==> src/rtl/tribuf_bus_arbiter_if.sv <==
// Request/grant bundle between the tristate bus drivers and the arbiter.
interface tribuf_bus_arbiter_if #(
   parameter int unsigned N = 4
) ();
   localparam int unsigned OW = $clog2(N);

   logic [N-1:0]  req;
   logic [N-1:0]  gnt;
   logic          bus_busy;
   logic [OW-1:0] owner;
   logic          turn;

   // Requester side: raises req, watches the enables
   modport master (
      output req,
      input  gnt,
      input  bus_busy,
      input  owner,
      input  turn
   );

   // Arbiter side: samples req, drives the registered enables
   modport slave (
      input  req,
      output gnt,
      output bus_busy,
      output owner,
      output turn
   );
endinterface

==> src/rtl/tribuf_bus_arbiter.sv <==
// Round-robin owner of the tristate bus output enables. Guarantees at most
// one enable per cycle, a fixed idle gap between tenures and a per-tenure cap.
// Every enable comes straight from a flop so drivers never see select glitches.
module tribuf_bus_arbiter #(
   parameter int unsigned N          = 4,
   parameter int unsigned MAX_HOLD   = 8,
   parameter int unsigned TURNAROUND = 1,
   parameter int unsigned CW         = 8
) (
   input logic                clk,
   input logic                rst_n,
   tribuf_bus_arbiter_if.slave bus
);
   localparam int unsigned OW = $clog2(N);
   localparam int unsigned TW = 4;

   typedef enum logic [1:0] {
      IDLE,
      GRANT,
      TURN
   } state_t;

   state_t        state;
   state_t        state_nxt;
   logic [OW-1:0] ptr;
   logic [OW-1:0] ptr_nxt;
   logic [OW-1:0] owner_q;
   logic [OW-1:0] owner_nxt;
   logic [CW-1:0] hold_cnt;
   logic [CW-1:0] hold_nxt;
   logic [TW-1:0] ta_cnt;
   logic [TW-1:0] ta_nxt;
   logic [N-1:0]  gnt_q;
   logic [N-1:0]  gnt_nxt;
   logic          busy_q;
   logic          busy_nxt;
   logic          turn_q;
   logic          turn_nxt;

   logic          found_c;
   logic [OW-1:0] win_c;
   logic [OW:0]   cand_c;

   // First requesting index at or above the pointer, wrapping modulo N
   always_comb begin
      found_c = 1'b0;
      win_c   = '0;
      cand_c  = '0;
      for (int unsigned i = 0; i < N; i++) begin
         cand_c = {1'b0, ptr} + (OW+1)'(i);
         if (cand_c >= (OW+1)'(N)) begin
            cand_c = cand_c - (OW+1)'(N);
         end
         if (!found_c && bus.req[cand_c[OW-1:0]]) begin
            found_c = 1'b1;
            win_c   = cand_c[OW-1:0];
         end
      end
   end

   // State and registered outputs; reset drops every enable immediately
   always_ff @(posedge clk or negedge rst_n) begin
      if (!rst_n) begin
         state    <= IDLE;
         ptr      <= '0;
         owner_q  <= '0;
         hold_cnt <= '0;
         ta_cnt   <= '0;
         gnt_q    <= '0;
         busy_q   <= 1'b0;
         turn_q   <= 1'b0;
      end else begin
         state    <= state_nxt;
         ptr      <= ptr_nxt;
         owner_q  <= owner_nxt;
         hold_cnt <= hold_nxt;
         ta_cnt   <= ta_nxt;
         gnt_q    <= gnt_nxt;
         busy_q   <= busy_nxt;
         turn_q   <= turn_nxt;
      end
   end

   // Next state: grant, hold/release, then count out the turnaround gap
   always_comb begin
      state_nxt = state;
      ptr_nxt   = ptr;
      owner_nxt = owner_q;
      hold_nxt  = hold_cnt;
      ta_nxt    = ta_cnt;
      gnt_nxt   = gnt_q;
      busy_nxt  = busy_q;
      turn_nxt  = turn_q;

      unique case (state)
         IDLE: begin
            if (found_c) begin
               state_nxt = GRANT;
               gnt_nxt   = N'(1) << win_c;
               busy_nxt  = 1'b1;
               owner_nxt = win_c;
               hold_nxt  = CW'(1);
               ptr_nxt   = (win_c == OW'(N - 1)) ? '0 : win_c + OW'(1);
            end
         end

         GRANT: begin
            // Owner drop and hold limit on the same edge give one release
            if (!bus.req[owner_q] || (hold_cnt == CW'(MAX_HOLD))) begin
               state_nxt = TURN;
               gnt_nxt   = '0;
               busy_nxt  = 1'b0;
               turn_nxt  = 1'b1;
               ta_nxt    = TW'(TURNAROUND);
            end else begin
               hold_nxt  = hold_cnt + CW'(1);
            end
         end

         TURN: begin
            ta_nxt = ta_cnt - TW'(1);
            if (ta_cnt == TW'(1)) begin
               turn_nxt = 1'b0;
               if (found_c) begin
                  state_nxt = GRANT;
                  gnt_nxt   = N'(1) << win_c;
                  busy_nxt  = 1'b1;
                  owner_nxt = win_c;
                  hold_nxt  = CW'(1);
                  ptr_nxt   = (win_c == OW'(N - 1)) ? '0 : win_c + OW'(1);
               end else begin
                  state_nxt = IDLE;
               end
            end
         end

         default: begin
            state_nxt = IDLE;
            gnt_nxt   = '0;
            busy_nxt  = 1'b0;
            turn_nxt  = 1'b0;
         end
      endcase
   end

   assign bus.gnt      = gnt_q;
   assign bus.bus_busy = busy_q;
   assign bus.owner    = owner_q;
   assign bus.turn     = turn_q;

endmodule

==> src/flat_wrapper.sv <==
// flat-port wrapper written by rule: the top's interface ports become plain ports
module tribuf_bus_arbiter_flat 
#(
   parameter int unsigned N          = 4,
   parameter int unsigned MAX_HOLD   = 8,
   parameter int unsigned TURNAROUND = 1,
   parameter int unsigned CW         = 8
)
  (clk, rst_n, bus_req, bus_gnt, bus_bus_busy, bus_owner, bus_turn);
  tribuf_bus_arbiter_if #(.N(N)) bus_i ();
  input logic clk;
  input logic rst_n;
  input wire logic [$bits(bus_i.req)-1:0] bus_req;
  output wire logic [$bits(bus_i.gnt)-1:0] bus_gnt;
  output wire logic [$bits(bus_i.bus_busy)-1:0] bus_bus_busy;
  output wire logic [$bits(bus_i.owner)-1:0] bus_owner;
  output wire logic [$bits(bus_i.turn)-1:0] bus_turn;
  assign bus_i.req = bus_req;
  assign bus_gnt = bus_i.gnt;
  assign bus_bus_busy = bus_i.bus_busy;
  assign bus_owner = bus_i.owner;
  assign bus_turn = bus_i.turn;
  tribuf_bus_arbiter #(.N(N), .MAX_HOLD(MAX_HOLD), .TURNAROUND(TURNAROUND), .CW(CW)) u_core (.clk(clk), .rst_n(rst_n), .bus(bus_i));
endmodule
==> config.mk <==
export PLATFORM = sky130hd
export DESIGN_NAME = tribuf_bus_arbiter_flat
export DESIGN_NICKNAME = d
export VERILOG_FILES = /design/src/rtl/tribuf_bus_arbiter_if.sv /design/src/rtl/tribuf_bus_arbiter.sv /design/src/flat_wrapper.sv
export SDC_FILE = /design/constraint.sdc
export NUM_CORES = 1
export LEC_CHECK = 0
export CAP_MARGIN = 20
export CORE_MARGIN = 2
export CORE_UTILIZATION = 35
export CTS_CLUSTER_DIAMETER = 50
export DETAILED_ROUTE_END_ITERATION = 10
export HOLD_SLACK_MARGIN = 0.15
export SYNTH_ARGS = -nofsm -noshare
export SYNTH_HDL_FRONTEND = slang
export SYNTH_SLANG_ARGS = --single-unit
export TNS_END_PERCENT = 1
==> constraint.sdc <==
create_clock -name clk -period 2.7 [get_ports clk]
set_input_delay 0.405 -clock clk [delete_from_list [all_inputs] [get_ports clk]]
set_output_delay 0.405 -clock clk [all_outputs]
set_load 0.02 [all_outputs]
==> results.md <==
- Commonest non-fill, non-tap cells in the layout: 24 x dfrtp_1, 13 x inv_1, 13 x clkdlybuf4s50_1
- Warnings from Yosys: 0
- Crit end category: flop
- Hold Vio Cnt, Final: 0
- CP Launch Type: flop
- Row cnt: 23
- Synth top area share: 40.5%
- Grt met3 use: 3.65%
- Req. time, crit path: 2850 ps
- Design Power: 1.94 mW
- Area Growth Syn to Fin: 15.9%
- # H-tree levels: 1
- RSZ-0062 raised after global routing: false
- Root Driver: clkbuf_8
- Post-CTS setup repair buffer count: 0
- Met2 Use GR: 23.6%
- Cells on worst reg2reg path: 6
- CP Class: flop to flop
- Worst Path Arrival: 2490 ps
- Post-synth EDFFs: 0
- Crit path time final: 2340 ps
- Status: finished, final reports clean
- Routed WL: 3140 µm
- Worst stage delay on the critical path: 640 ps
- Worst Tran Pin Value: 452 ps
- Vias: 1169
- Avg WL per Cell: 15.0 µm
- First-pass GRT wire length: 5260 µm
- Hold_buf cts: 0
- Core area: 0.00403 mm²
- CTS tree: yes
- R2R setup slack: 360 ps
- Initial DRC count: 44
- CTS Buffer Depth: 2
- Max-slew headroom: 69.9%
- Boundary Pins: 14
- Tot GR Track Use: 13.5%
- Total grt overflow: 0
- HPWL Detailed: 2290 µm
- Clock Sinks: 24
- Sequential cell area: 601 µm²
- Largest fanout on the critical path: 11
- Layout cells sized above 1: 16.3%
- Fin crit share: 86.6%
- TritonCTS Buffers: 3
- Initial antenna violation count: 0
- Die width: 69.1 µm
- Fmax: 427 MHz
- Met1 usage: 16.7%
- Chip height: 69.1 µm
- Vias in the first global route: 1142
- Buffers on Ports: 13
- Reg2reg end: u_core.hold_cnt[6]
- Detailed Routing Iterations Pass 1: 4
- Unique masters post-synth: 51
- Post-synthesis sequential area ratio: 40.5%
- Clock skew: 12.0 ps
- GR peak layer: met2
- Largest area contributor in the netlist: dfrtp_1
- Post-Syn Area: 0.00148 mm²
- Most common cell after layout, fill and taps aside: dfrtp_1
- Largest net degree at the start of global routing: 25
- Clock slew at reported path FFs: 90 ps
- Skew-Pair Late Insertion Delay: 270 ps
- Gate Count Post-Synth: 144
- Post-Syn Nets: 158
- PwrDens: 1130 mW/mm²
- Max cap viols: 0
- Synth top area cells: dfrtp_1 41%, ha_1 6.8%, mux2_2 3.8%
- Peak supply drop: 409 µV
- Seq cells post-synth: 24
- Crit path max-delay family: simple AND/OR/NAND/NOR gates
- Reg2reg start: u_core.hold_cnt[0]
- Crit path cell chain: inv_1, ha_1, or4bb_2, o21ai_2, nor2_1, a221o_1
- Die ar.: 0.00477 mm²
- Final slew viol count: 0
- Crit path buffers/inverters: 1
- Ys flop type: dfrtp_1
- Post-synth ARST share: 100%
- Vias per inst: 5.57
- # setup viols final: 0
- Area of the multi-input gates: 774 µm²
- Final Wtd Congestion: 0.858
- Starting Density: 36.8%
- Post-CTS sizing: 0
- Drt drc: 0
- Diode count: 0
- ANT nets after route: 0
- TNS Setup: 0 ps
- Hold Path Class: primary input to asynchronous set/reset pin
- Fillers: 402
- P_leak: 0.751 nW
- Average size of a mapped cell: 10.3 µm²
- Fin nets: 175
- CP max stage cell: or4bb_2
## cell families (layout without fill, tap and decap cells)
kind of cell               after synthesis  after routing  share of synthesized area, %
DFF                                     24             24                          40.5
xor gates and xnor gates                 2              2                          1.18
buffers and inverters                   18             34                          7.26
and+or+nand+nor                         45             45                          18.8
adders and majority gates                8              8                          6.75
AOI/OAI and AO/OA                       40             40                          19.5
muxes                                    7              7                          5.99
## worst max path at each step
stage                       startpoint                  to  slack (ps)  depth (start not counted)
finish              u_core.hold_cnt[0]  u_core.hold_cnt[6]         360                          6
detailed placement          bus_req[0]  u_core.hold_cnt[7]         300                          5
CTS                 u_core.hold_cnt[1]  u_core.hold_cnt[6]         340                          6
global route        u_core.hold_cnt[0]  u_core.hold_cnt[6]         190                          6
global placement            bus_req[0]  u_core.hold_cnt[7]         350                          5
floorplan             u_core.ta_cnt[1]  u_core.hold_cnt[7]         620                          7
## final cells by class
class | count | area share (%)
clock buffers | 3 | 2.40
clock inverters | 1 | 1.75
inverters | 13 | 2.84
multi-input cells | 102 | 45.1
flip-flops and latches | 24 | 35.0
well taps | 50 | 3.64
repair buffers | 17 | 9.32
## flip-flops by register name (all words and copies together) (netlist names)
register / flops
u_core.hold_cnt: 8
u_core.bus.gnt: 4
u_core.ta_cnt: 4
u_core.bus.owner: 2
u_core.ptr: 2
u_core.state: 2
u_core.bus.bus_busy: 1
u_core.bus.turn: 1
## layer usage
layer / part of all wire, % / wire (µm)
met1: 47 / 1470
met2: 48 / 1510
met3: 4.2 / 132
met4: 1.0 / 32
met5: 0 / 0
## synthesized netlist by cell type (2+ instances only)
library cell  instances
nor3b_1               2
mux2_2                5
nor2b_1               2
a21oi_1               7
dfrtp_1              24
and3_1                2
nor2_1                5
ha_1                  8
o21ai_0               5
a22oi_1               4
o22a_2                2
a221o_1               3
clkbuf_8              2
nor4_1                2
nand3_1               3
nor3_1                4
o2bb2ai_1             4
a211oi_1              2
or3b_2                2
inv_1                13
o22ai_1               4
nand2_1              10
## power breakdown
| part | internal, mW | switching (mW) | leakage [nW] |
|---|---|---|---|
| clock | 0.198 | 0.120 | 0.0357 |
| combinational | 0.454 | 0.522 | 0.409 |
| sequential | 0.496 | 0.147 | 0.306 |
| total | 1.15 | 0.789 | 0.751 |
## through the flow
step	cells	area (µm²)	setup WS [ps]	utilization, %	hold WS (ps)
floorplan	144	1480	620	-	109
global placement	206	1650	348	40.9	471
detailed placement	206	1650	299	40.9	468
CTS	210	1720	340	42.6	492
global route	210	1720	185	42.6	514
finish	210	1720	361	42.6	484
No activity file was read; power rests on OpenSTA's default activity.
